`src/rtl/otter_mem_pkg.sv`:
```
// Shared types and constants for the OTTER memory arbiter.
package otter_mem_pkg;

  // Arbiter sequencing states.
  typedef enum logic [1:0] {
    StIdle  = 2'b00,
    StIssue = 2'b01,
    StWait  = 2'b10,
    StDone  = 2'b11
  } state_e;

  // Access size encoding on d_size / m_size.
  typedef enum logic [1:0] {
    SizeByte = 2'b00,
    SizeHalf = 2'b01,
    SizeWord = 2'b10
  } size_e;

  // Addresses at or above this base hit the slower MMIO region.
  localparam logic [31:0] MMIO_BASE = 32'h1100_0000;

  // Word accesses need addr[1:0]==0 and half accesses need addr[0]==0.
  // Byte accesses and the unused 2'b11 encoding are never flagged.
  function automatic logic is_misaligned(input logic [1:0] size, input logic [31:0] addr);
    logic mis;
    mis = 1'b0;
    if ((size == SizeWord) && (addr[1:0] != 2'b00)) mis = 1'b1;
    if ((size == SizeHalf) && addr[0]) mis = 1'b1;
    return mis;
  endfunction

endpackage

```
`src/rtl/otter_rr_arb2.sv`:
```
// Two-way round-robin selector. Bit 0 is the fetch port, bit 1 the data port.
// After every grant the pointer swings to the requester that was not served.
module otter_rr_arb2 (
  input  logic       clk,
  input  logic       RST,
  input  logic [1:0] req,
  input  logic       advance,
  output logic [1:0] grant
);

  logic favour_data_q;

  // Pointer only matters on contention; a lone requester always wins.
  always_comb begin
    grant = req;
    if (req == 2'b11) begin
      grant = favour_data_q ? 2'b10 : 2'b01;
    end
  end

  // Move the pointer away from whoever was just granted.
  always_ff @(posedge clk) begin
    if (RST) begin
      favour_data_q <= 1'b1;
    end else if (advance && (grant != 2'b00)) begin
      favour_data_q <= grant[0];
    end
  end

endmodule

```
`src/rtl/otter_mem_arbiter.sv`:
```
// Arbitrates the instruction-fetch and data requesters onto one shared
// memory/MMIO port, one transaction at a time. All handshake outputs are
// registered; the address/data outputs come straight from the latch regs.
module otter_mem_arbiter
  import otter_mem_pkg::*;
#(
  parameter int unsigned WAIT_MMIO = 2
) (
  input  logic        clk,
  input  logic        RST,
  // instruction fetch (word reads only)
  input  logic        f_req,
  input  logic [31:0] f_addr,
  output logic [31:0] f_rdata,
  output logic        f_ack,
  // data
  input  logic        d_req,
  input  logic        d_we,
  input  logic [31:0] d_addr,
  input  logic [31:0] d_wdata,
  input  logic [1:0]  d_size,
  output logic [31:0] d_rdata,
  output logic        d_ack,
  output logic        d_err,
  // shared memory port
  output logic        m_en,
  output logic        m_we,
  output logic [31:0] m_addr,
  output logic [31:0] m_wdata,
  output logic [1:0]  m_size,
  input  logic [31:0] m_rdata
);

  localparam logic [3:0] WaitCnt = 4'(WAIT_MMIO);

  state_e      state_q;
  logic        gnt_data_q;
  logic [31:0] addr_q;
  logic [31:0] wdata_q;
  logic        we_q;
  logic [1:0]  size_q;
  logic [3:0]  cnt_q;
  logic        m_en_q;
  logic        m_we_q;
  logic        f_ack_q;
  logic        d_ack_q;
  logic        d_err_q;

  logic [1:0]  req_vec;
  logic [1:0]  grant;
  logic        advance;

  assign req_vec = {d_req, f_req};
  assign advance = (state_q == StIdle);

  otter_rr_arb2 u_rr_arb (
    .clk     (clk),
    .RST     (RST),
    .req     (req_vec),
    .advance (advance),
    .grant   (grant)
  );

  // Memory holds m_rdata until its next m_en, so a straight pass-through is
  // valid throughout DONE; outside DONE these are don't-care.
  assign f_rdata = m_rdata;
  assign d_rdata = m_rdata;

  assign m_en    = m_en_q;
  assign m_we    = m_we_q;
  assign m_addr  = addr_q;
  assign m_wdata = wdata_q;
  assign m_size  = size_q;
  assign f_ack   = f_ack_q;
  assign d_ack   = d_ack_q;
  assign d_err   = d_err_q;

  // Transaction sequencer: latch in IDLE, strobe in ISSUE, stall in WAIT,
  // acknowledge in DONE. Pulse outputs default low every cycle.
  always_ff @(posedge clk) begin
    if (RST) begin
      state_q    <= StIdle;
      gnt_data_q <= 1'b0;
      addr_q     <= '0;
      wdata_q    <= '0;
      we_q       <= 1'b0;
      size_q     <= '0;
      cnt_q      <= '0;
      m_en_q     <= 1'b0;
      m_we_q     <= 1'b0;
      f_ack_q    <= 1'b0;
      d_ack_q    <= 1'b0;
      d_err_q    <= 1'b0;
    end else begin
      m_en_q  <= 1'b0;
      m_we_q  <= 1'b0;
      f_ack_q <= 1'b0;
      d_ack_q <= 1'b0;
      d_err_q <= 1'b0;

      unique case (state_q)
        StIdle: begin
          if (grant[1]) begin
            gnt_data_q <= 1'b1;
            addr_q     <= d_addr;
            wdata_q    <= d_wdata;
            we_q       <= d_we;
            size_q     <= d_size;
            if (is_misaligned(d_size, d_addr)) begin
              // Reject without touching the memory port.
              state_q <= StDone;
              d_ack_q <= 1'b1;
              d_err_q <= 1'b1;
            end else begin
              state_q <= StIssue;
              m_en_q  <= 1'b1;
              m_we_q  <= d_we;
            end
          end else if (grant[0]) begin
            gnt_data_q <= 1'b0;
            addr_q     <= f_addr;
            wdata_q    <= '0;
            we_q       <= 1'b0;
            size_q     <= SizeWord;
            state_q    <= StIssue;
            m_en_q     <= 1'b1;
          end
        end

        StIssue: begin
          if ((addr_q >= MMIO_BASE) && (WaitCnt != 4'd0)) begin
            state_q <= StWait;
            cnt_q   <= WaitCnt;
          end else begin
            state_q <= StDone;
            f_ack_q <= ~gnt_data_q;
            d_ack_q <= gnt_data_q;
          end
        end

        StWait: begin
          cnt_q <= cnt_q - 4'd1;
          if (cnt_q <= 4'd1) begin
            state_q <= StDone;
            f_ack_q <= ~gnt_data_q;
            d_ack_q <= gnt_data_q;
          end
        end

        StDone: begin
          state_q <= StIdle;
        end

        default: begin
          state_q <= StIdle;
        end
      endcase
    end
  end

  // we_q is kept as part of the latched transaction record; m_we is its
  // one-cycle qualified copy.
  logic unused_we;
  assign unused_we = we_q;

endmodule

```
`config.mk`:
```
export PLATFORM = sky130hd
export DESIGN_NAME = otter_mem_arbiter
export DESIGN_NICKNAME = d
export VERILOG_FILES = /design/src/rtl/otter_mem_pkg.sv /design/src/rtl/otter_rr_arb2.sv /design/src/rtl/otter_mem_arbiter.sv
export SDC_FILE = /design/constraint.sdc
export NUM_CORES = 1
export LEC_CHECK = 0
export CAP_MARGIN = 20
export CORE_AREA = 2 2 105 107
export DETAILED_ROUTE_END_ITERATION = 16
export DIE_AREA = 0 0 107 109
export PLACE_DENSITY = 0.91
export SETUP_SLACK_MARGIN = 0.15
export SLEW_MARGIN = 15
export SYNTH_ARGS = -nofsm -noshare
export SYNTH_HDL_FRONTEND = slang
export SYNTH_HIERARCHICAL = 1
export SYNTH_SLANG_ARGS = --single-unit
```
`constraint.sdc`:
```
create_clock -name clk -period 2.8 [get_ports clk]
set_input_delay 0.42 -clock clk [delete_from_list [all_inputs] [get_ports clk]]
set_output_delay 0.42 -clock clk [all_outputs]
set_load 0.05 [all_outputs]
```
# Word-level counts from Yosys, hierarchy flattened
# Cells that the tools add are included.
[word_totals] reg_bits=79 inputBits=135 out_inout_bits=135 word_cells=73
[op_classes] addsub=1 order_cmp=2 eq_ne=9 n_mux=34 n_bitwise=3 reduce_logical=12
[ops] operator="2-to-1 mux 32 bit" count=4
[ops] operator=">= comparator 32 x 29 -> 1 bit, second input constant" count=1
[ops] operator="2-to-1 mux 1 bit" count=17
[ops] operator="2-to-1 mux 2 bit" count=8
[ops] operator="equality test 2 bit, second input constant" count=4
[ops] operator="case mux 2 bit (4 select lines)" count=1
[ops] operator="case mux 4 bit (2 select lines)" count=1
[ops] operator="AND reduction 2 bit" count=3
[ops] operator="nonzero test 2 bit" count=3
[ops] operator="equality test 2 x 1 -> 1 bit, second input constant" count=2
[ops] operator="less-or-equal comparator 4 x 1 -> 1 bit, second input constant" count=1
[ops] operator="2-to-1 mux 4 bit" count=1
[ops] operator="inequality test 2 bit, second input constant" count=2
[ops] operator="OR reduction 4 bit" count=1
[ops] operator="subtractor 4 x 1 -> 4 bit, second input constant" count=1
[ops] operator="logical AND 1 bit" count=3
[ops] operator="inequality test 3 bit, second input constant" count=1
[ops] operator="inverter 1 bit" count=3
[ops] operator="case mux 1 bit (3 select lines)" count=1
[ops] operator="logical NOT 2 bit" count=1
[ops] operator="case mux 1 bit (2 select lines)" count=1
[ops] operator="OR reduction 2 bit" count=1

# Logic depth before layout (Yosys ltp)
[depth] depth_word=10 depth_mapped=9 mapped_depth_nobuf=6

# By module
# The synthesis kept the hierarchy.
[modules_own_cells] module="otter_mem_arbiter" n_inst=1 cells_per_inst=377 area_each_um2=3662.3
[modules_own_cells] module="otter_rr_arb2" n_inst=1 cells_per_inst=7 area_each_um2=61.3

# Least setup slack after synthesis
# No wires, ideal clock.
[synth_path] kind="input-to-reg" startpoint="input port f_req" endpoint="register addr_q[24] (netlist: m_addr[24])" setup_time_ns=0.086 arrival_ns=1.496 setup_slack_ns=1.219 cell_stages=7 cell_sequence="a21boi_0 > nor2_4 > nor2b_4 > buf_6 > buf_4 > nor2_1 > a211oi_1"
[synth_between] elab_chain_len=4
[synth_lines] element="start: declaration" line_no="otter_mem_arbiter.sv:12" text="input logic f_req,"
[synth_lines] element="equality test 2 bit" line_no="otter_rr_arb2.sv:16" text="if (req == 2'b11) begin"
[synth_lines] element="2-to-1 mux 2 bit *" line_no="otter_rr_arb2.sv:16"
[synth_lines] element="nonzero test 2 bit"
[synth_lines] element="AND reduction 2 bit (no line)"
[synth_lines] element="end signal: assignment" line_no="otter_mem_arbiter.sv:105" text="addr_q <= d_addr;"
[synth_lines] element="end signal: assignment" line_no="otter_mem_arbiter.sv:121" text="addr_q <= f_addr;"
[synth_lines] element="end: declaration" line_no="otter_mem_arbiter.sv:38" text="logic [31:0] addr_q;"
# Every way passes the cells marked *; elsewhere a longest branch is shown, timed or not.
# A chain may end at the register's enable or synchronous reset.

# Worst setup path in the final report
[layout_path] startpoint="input port f_req" endpoint="register wdata_q[8] (netlist: m_wdata[8])"
[layout_between] elab_chain_len=4
[layout_lines] element="equality test 2 bit" line_no="otter_rr_arb2.sv:16"
[layout_lines] element="2-to-1 mux 2 bit *" line_no="otter_rr_arb2.sv:16"
[layout_lines] element="via grant[0]" line_no="otter_mem_arbiter.sv:50" text="logic [1:0] grant;"
[layout_lines] element="nonzero test 2 bit *"
[layout_lines] element="AND reduction 2 bit (no line) *"
[layout_lines] element="end signal: assignment" line_no="otter_mem_arbiter.sv:106" text="wdata_q <= d_wdata;"
[layout_lines] element="end: declaration" line_no="otter_mem_arbiter.sv:39" text="logic [31:0] wdata_q;"
# Mark *: on every way through the listed nets, which the timed path passes. The rest lies on a longest branch.

==> metrics.txt <==
routability cong. 0.7002; per-cell routed wire length 15.57 um; crit path capture type register; reg2reg start state_q[1]$_SDFFE_PP0P_; htree depth 3; Die X 107 um; Max VDD drop between 400 and 500 uV; Residual DRC 0; Startpoint Class primary input; first-pass GRT wire length 15320 um; initial antenna violation count 0; FF+latch count, synth 79; largest area contributor in the netlist dfxtp_1; Mapped Cells 384; Post-synth EDFFs 0; ranking of synthesized cells by area dfxtp_1, buf_4, mux2i_1, a211oi_1, nor2_1; Max Fanout on Critical Path 13; vias in the first global route 3175; Vert. Die Dim 109 um; met2 routed WL approximately 5000 um; CTS clock-pin slew for the worst setup and hold paths 0.07 ns; clk_lat worst skew 0.35 ns; fill cell count between 900 and 1000; final hold vios 0; Final period util 0.7414; largest net degree at the start of global routing 56; mapped cell area roughly 3700 sq um; full die area 11660 sq um; final antenna-violating net count 0; Slowest-stage cell, CP nor2_1; Port Buffers 173; HPWL after detailed placement ~7500 um; asr flop ratio synth 0; most common cell after layout, fill and taps aside clkdlybuf4s50_1; Synth cell types 44; Hold Crit Class reg2reg; Hold Crit Start gnt_data_q$_SDFFE_PP0P_; top_reg_cell synth dfxtp_1; CTS Buf Count 9; Crit path arrival time 2.36 ns; DRT met1 WL 3796 um; layout cells sized above 1 0.06288; wire length on met3 717 um; Max Root-Sink Buffers 2; sequential share of the synthesized area 0.4247; Initial DRC Count 150; Routed WL around 9900 um; Yosys warnings 6; DR pass1 iterations 4; Critical Path RT 3.08 ns; I/O Pins 270; Slew HR 0.4135; run status finished clean; fmax 0.4817 GHz; Period minus WS final around 2.1 ns; cts hold-fix bufs 0; Slew @ Worst Pin 0.8766 ns; antenna diode count 0; postcts setup bufs 0; drt via density 4.896; top routing layer in use met4; row cnt 38; Nets about 630; initial core utilization 0.3512; Final TNS setup 0 ns; gr usage total 0.1671; syn_area_per_cell 9.697 sq um; endpoints failing setup 0; Power Density 1037 nW/um^2; Sink Count 79; max cap viols 0; hold depth 1; P&R area growth vs syn 43.55%; total grt overflow 0; CTS tree built; cell-by-cell trace of the critical path clkdlybuf4s50_1 > a21boi_0 > buf_4 > nor2_4 > nor2b_4 > nor2_1 > a22o_1; RSZ-0062 raised after global routing false; post-layout util 0.5041; Leak Pwr 2.063 nW; via count just over 3000; net count after synthesis 525; Crit. Startpoint f_req; clock root cell clkbuf_8; most frequent cells in the layout clkdlybuf4s50_1, dfxtp_1, nor2_1, mux2i_1, a211oi_1; Yosys top cell area share 0.4247; Setup CP Type in2reg; skew final 0.009568 ns; r2r worst-path depth 5; post_cts resized 0; Slew Viols, Final 0; slowest stage delay, CP 0.67 ns; Core Box Area 10600 sq um
==> critical path: cells and delay by family <==
family,cells,cell delay [ns]
AOI/OAI and AO/OA,2,0.43
buffers and inverters,2,0.63
and+or+nand+nor,3,0.87
==> area by class of cell <==
class / count / area (sq um) / share of cell area
timing repair buffer: 181 / 1799 / 0.3366
sequential: 79 / 1582 / 0.2959
multi-input combinational: 212 / 1531 / 0.2865
tap: 140 / 175.2 / 0.03277
clock buffer: 13 / 148.9 / 0.02786
clock inverter: 3 / 90.09 / 0.01685
inverter: 5 / 18.77 / 0.003511
==> power breakdown <==
group          switching, mW  leakage [nW]  internal, mW
registers              0.221         0.650          1.45
logic                   1.79          1.29          1.06
clock network          0.407         0.118         0.619
==> path summary, 6_finish.rpt <==
kind / slack [ns] / end
setup / recovery: 0.72 / m_wdata[8]$_SDFFE_PP0P_
hold / removal: 0.47 / f_ack$_SDFF_PP0_
setup reg to reg: 0.76 / m_wdata[8]$_SDFFE_PP0P_
hold reg to reg: 0.47 / f_ack$_SDFF_PP0_
==> synthesized netlist by cell type (2+ instances only) <==
cell / count
and2_1: 2
ha_1: 6
nand2b_1: 3
nand3b_1: 2
nor2_1: 59
buf_2: 11
a21boi_0: 2
mux2i_1: 34
a211oi_1: 32
buf_4: 67
and3_1: 2
a211oi_2: 2
dfxtp_1: 79
a22o_1: 12
clkbuf_1: 8
a21oi_1: 4
inv_1: 5
nand2_1: 4
a22oi_1: 21
nor3_1: 2
o21ai_0: 4
==> through the flow <==
step | area, sq um | hold WS, ns | power (mW) | worst slack (ns) | instances
CTS | 5345 | 0.4690 | 5.590 | 0.7061 | 633
global placement | 5106 | 0.4409 | 4.447 | 0.4329 | 617
finish | 5345 | 0.4687 | 5.543 | 0.7241 | 633
floorplan | 3724 | 0.4249 | 3.858 | 1.219 | 384
detailed placement | 5106 | 0.4605 | 4.553 | 0.3361 | 617
global route | 5345 | 0.4909 | 5.842 | 0.5879 | 633
==> flip-flops by register name, indices dropped and copies added (netlist names) <==
signal,flops
m_we,1
gnt_data_q,1
m_wdata,32
state_q,2
d_ack,1
m_addr,32
d_err,1
u_rr_arb/favour_data_q,1
cnt_q,4
m_size,2
f_ack,1
m_en,1
==> metal layers <==
| layer | global-route usage | vias to the layer above |
|---|---|---|
| li1 | - | 1501 |
| met1 | 0.1835 | 1426 |
| met2 | 0.3035 | 141 |
| met3 | 0.04842 | 31 |
| met4 | 0.06679 | 0 |
| met5 | 0 | - |
==> cell families (layout without fill, tap and decap cells) <==
logic type | Yosys count | in the layout | share of synthesized area
adders and majority gates | 6 | 6 | 0.02016
AOI/OAI and AO/OA | 89 | 89 | 0.1895
muxes | 34 | 34 | 0.09140
DFF | 79 | 79 | 0.4247
and+or+nand+nor | 83 | 83 | 0.1072
buffers and inverters | 93 | 202 | 0.1670
No activity file was read; power rests on OpenSTA's default activity.
